### src/rtl/serial_pkg.sv
// Shared definitions for the bit serializer and the detector test environment.
package serial_pkg;

   // Serializer FSM encoding
   typedef enum logic {
      ST_IDLE  = 1'b0,
      ST_SHIFT = 1'b1
   } ser_state_e;

   // Default word width, shared with the 1011 detector environment
   localparam int SER_W = 4;

endpackage : serial_pkg

### src/rtl/ser_bit_counter.sv
// Modulo-W bit counter: load clears to 0, enable increments, tc flags W-1.
module ser_bit_counter
   import serial_pkg::*;
#(
   parameter int W  = SER_W,
   parameter int CW = $clog2(W)
) (
   input  logic          clk,
   input  logic          reset,
   input  logic          load,
   input  logic          en,
   output logic [CW-1:0] cnt,
   output logic          tc
);

   // Count register; load has priority so the count only wraps via reload
   always_ff @(posedge clk) begin
      if (!reset) begin
         cnt <= '0;
      end else if (load) begin
         cnt <= '0;
      end else if (en) begin
         cnt <= cnt + 1'b1;
      end
   end

   // Terminal count: final bit of the word
   always_comb begin
      tc = (cnt == CW'(W - 1));
   end

endmodule : ser_bit_counter

### src/rtl/bit_serializer.sv
// Parallel-to-serial front end for the 1011 sequence detector.
//
// state    | meaning
// ---------+--------------------------------------------------------------
// ST_IDLE  | no word loaded; din_ready=1, x_out=IDLE_VAL, x_valid=0
// ST_SHIFT | word in shreg; one bit per unstalled clock, reload on last bit
module bit_serializer
   import serial_pkg::*;
#(
   parameter int   W         = SER_W,
   parameter bit   LSB_FIRST = 1'b0,
   parameter logic IDLE_VAL  = 1'b0
) (
   input  logic         clk,
   input  logic         reset,
   input  logic [W-1:0] din,
   input  logic         din_valid,
   output logic         din_ready,
   input  logic         hold,
   output logic         x_out,
   output logic         x_valid,
   output logic         last,
   output logic         busy
);

   localparam int CW = $clog2(W);

   ser_state_e    state;
   logic [W-1:0]  shreg;
   logic [CW-1:0] bit_cnt;
   logic          cnt_tc;
   logic          in_shift;
   logic          advance;
   logic          word_end;
   logic          xfer;
   logic          cnt_load;

   // Handshake and advance qualifiers; ready never looks at din_valid
   always_comb begin
      in_shift  = (state == ST_SHIFT);
      advance   = in_shift & ~hold;
      word_end  = advance & cnt_tc;
      din_ready = ~in_shift | word_end;
      xfer      = din_valid & din_ready;
      // Clearing on a word end without a new word keeps bit_cnt at 0 in IDLE
      cnt_load  = xfer | word_end;
   end

   ser_bit_counter #(
      .W  (W),
      .CW (CW)
   ) u_bit_cnt (
      .clk   (clk),
      .reset (reset),
      .load  (cnt_load),
      .en    (advance),
      .cnt   (bit_cnt),
      .tc    (cnt_tc)
   );

   // FSM and shift register; din is captured only on a transfer edge
   always_ff @(posedge clk) begin
      if (!reset) begin
         state <= ST_IDLE;
         shreg <= '0;
      end else begin
         case (state)
            ST_IDLE: begin
               if (xfer) begin
                  shreg <= din;
                  state <= ST_SHIFT;
               end
            end
            ST_SHIFT: begin
               if (advance) begin
                  if (xfer) begin
                     shreg <= din;
                  end else begin
                     shreg <= LSB_FIRST ? (shreg >> 1) : (shreg << 1);
                     if (cnt_tc) begin
                        state <= ST_IDLE;
                     end
                  end
               end
            end
            default: begin
               state <= ST_IDLE;
            end
         endcase
      end
   end

   // Serial outputs follow the current word; hold only gates the qualifiers
   always_comb begin
      busy    = in_shift;
      x_valid = advance;
      last    = advance & cnt_tc;
      if (in_shift) begin
         x_out = LSB_FIRST ? shreg[0] : shreg[W-1];
      end else begin
         x_out = IDLE_VAL;
      end
   end

endmodule : bit_serializer
### config.mk
export PLATFORM = sky130hd
export DESIGN_NAME = bit_serializer
export DESIGN_NICKNAME = d
export VERILOG_FILES = /design/src/rtl/serial_pkg.sv /design/src/rtl/ser_bit_counter.sv /design/src/rtl/bit_serializer.sv
export SDC_FILE = /design/constraint.sdc
export NUM_CORES = 1
export LEC_CHECK = 0
export BUFFER_PORTS_ARGS = -buffer_cell sky130_fd_sc_hd__buf_2
export CORE_AREA = 2 2 39 41
export DETAILED_ROUTE_END_ITERATION = 12
export DIE_AREA = 0 0 41 43
export GPL_TIMING_DRIVEN = 1
export PLACE_DENSITY = 0.6
export REMOVE_ABC_BUFFERS = 1
export SETUP_SLACK_MARGIN = 0.05
export SYNTH_ARGS = -nofsm -noshare
export SYNTH_HDL_FRONTEND = slang
export SYNTH_SLANG_ARGS = --single-unit
### constraint.sdc
create_clock -name clk -period 2.1 [get_ports clk]
set_clock_uncertainty 0.2 [all_clocks]
set_input_delay 0 -clock clk [delete_from_list [all_inputs] [get_ports clk]]
set_output_delay 0 -clock clk [all_outputs]
set_load 0.01 [all_outputs]
==> flow_summary.toml <==
[clocking]
cts_tree = "done"
cts_root_buf = "clkbuf_4"
cts.sinks = 7
cts_setup_buffers = 0
clockBufferDepth = 2
htreeDepth = 1
cts.clk_slew.worst_paths_ns = 0.05
clk_latency_ns = 0.24
cts_made_buffers = 3
post_cts_resized = 0
hold_buffers = 8

[power_and_ir_drop]
powerDensity_nw_per_um2 = 573.8
ir_drop_v = 0.0001982
power_leakage_nw = 0.2984
finalPower_mw = 0.3353

[timing]
drv_slew = 0
maxSlewHeadroom_pct = 66.12
max_slew.worst_pin.slew_ns = 0.5075
finalCriticalPeriod_ns = 1.772
setup_viol = 0
hold_violations = 0
rsz0062_at_grt = "no"
tns_ns = 0
fmax_ghz = 0.5644
period_share_pct = 84.37

[synthesis]
syn-instance-count = 44
synthDominantCellAreaShare_pct = 34.57
synth.largest_area_cell = "dfxtp_1"
ys_warn_count = 0
syn_area_per_cell_um2 = 9.213
yosysUniqueCellTypes = 24
ys_seq_area_share_pct = 34.57
synth_seq_cells = 7
synth.area.top_cells = "dfxtp_1 (35%), o311a_1 (7.4%), a21boi_1 (5.6%)"
netlist_area_um2 = 405.4

[setup_path]
cp.required_ns = 2.03
worstSetupPathType = "flop to flop"
startpoint_type = "flop"
crit_arrival_ns = 1.70
r2r_slack_ns = 0.33
rr_startpoint = "u_bit_cnt.cnt[0]"
worst-path-max-fanout = 5
r2r_end = "busy"
worstRegToRegCells = 5
endpoint_kind = "flop"

[grt]
grt-ovfl-total = 0
grt_pass1_vias = 397
antenna_found_initial = 0
grt_pass1_wl_mm = 1.511
grt_max_degree = 16
grt_usage_pct = 12.64

[route]
firstDrtPassIters = 4
drt_wl_total_um = 906
dr_wl_met2_um = 422
wirelength_met1_um = 422
drc_errors = 0
via_count = 411
top_layer = "met4"
wl_per_cell_um = 10.92
drtIter0Drc = 3
via_per_inst = 4.952
wl_met3_um = 49
ant_nets = 0

[floorplanning]
dieWidth_um = 41
boundaryPins = 13
rows = 14
die_h_um = 43
core-area_um2 = 1384
start_util_pct = 29.29
dieArea_um2 = 1763

[finish]
area_growth_pct = 44.14
nets = 77
drive_gt1_share_pct = 29.85
insertedDiodeCount = 0

[run]
drv_cap = 0

[outcome]
outcome = "completed"

[min_path]
worstHoldEndpoint = "shreg[0]"
whs_path_depth = 2
min_from = "shreg[0]"
hp-class = "flop to flop"

[place]
place_congestion = 0.7218
dp_hpwl_um = 630.6
io_buffers = 12
## cells in the mapped netlist, drive strengths merged
library cell  number
inv                3
nand2b             3
nand3b             2
a31oi              1
a221o              1
nand2              2
buf                1
nor2               3
a21boi             3
and2               2
a21oi              2
nor2b              1
nand3              1
nor4b              1
ha                 1
or3                3
o311a              3
and3               3
a211oi             1
dfxtp              7
## metrics by stage
| stage | utilization, % | hold WS (ns) | worst slack, ns | cell area, µm² | std cells |
|---|---|---|---|---|---|
| final | 42.22 | 0.2648 | 0.3283 | 584.3 | 83 |
| after detailed placement | 34.54 | 0.07971 | 0.4978 | 478.0 | 71 |
| after global placement | 34.54 | 0.07849 | 0.4995 | 478.0 | 71 |
| after floorplan | - | -0.08257 | 0.5859 | 397.9 | 43 |
| after global routing | 42.22 | 0.2866 | 0.1673 | 584.3 | 83 |
| after CTS | 42.22 | 0.2695 | 0.3244 | 584.3 | 83 |
## critical path: stages (launching register included)
cell and delay [ns]:
dfxtp_1 0.35, ha_1 0.27, nand2b_1 0.10, a21oi_1 0.14, dlygate4sd3_1 0.56, nor2_1 0.04
## layer usage
metal  vias up  GRT usage (%)
met2        14          17.81
li1        208              -
met5         -              0
met1       187          15.38
met3         2          4.712
met4         0          8.000
## area by class of cell
cell class,count,area [µm²]
Fill cell,153,799.5
Sequential cell,7,140.1
Tap cell,16,20.02
Clock buffer,4,26.28
Inverter,3,11.26
Timing Repair Buffer,20,140.1
Multi-Input combinational cell,33,246.5
## placed cells by master (no fill, tap or decap), drive strengths merged, types with 4 or more instances in the layout
cell / n
buf: 12
clkbuf: 4
dfxtp: 7
dlygate4sd3: 8
## registers in the layout (all words and copies together) (netlist names)
| name | count |
|---|---|
| shreg | 4 |
| u_bit_cnt.cnt | 2 |
| busy | 1 |
## worst max path at each step
stage,start,endpoint,slack [ns],depth (start not counted)
floorplan,busy,shreg[1],0.59,4
global placement,busy,shreg[1],0.50,4
detailed placement,busy,shreg[2],0.50,4
CTS,u_bit_cnt.cnt[0],busy,0.32,5
global route,u_bit_cnt.cnt[0],busy,0.17,5
finish,u_bit_cnt.cnt[0],busy,0.33,5
## cell families after synthesis
group | count (synthesis) | synth area share (%)
adder cells (fa/ha/maj) | 1 | 3.086
buffers and inverters | 4 | 4.630
AO/OA/AOI/OAI | 11 | 21.30
flip-flops | 7 | 34.57
AND/OR/NAND/NOR | 21 | 36.42
## power by group
part / total, mW / switching (mW) / internal [mW]
logic: 0.0644 / 0.0265 / 0.0379
registers: 0.151 / 0.00890 / 0.142
clock network: 0.120 / 0.0473 / 0.0724
total: 0.335 / 0.0828 / 0.253
Power figures use the tool's default switching activity.
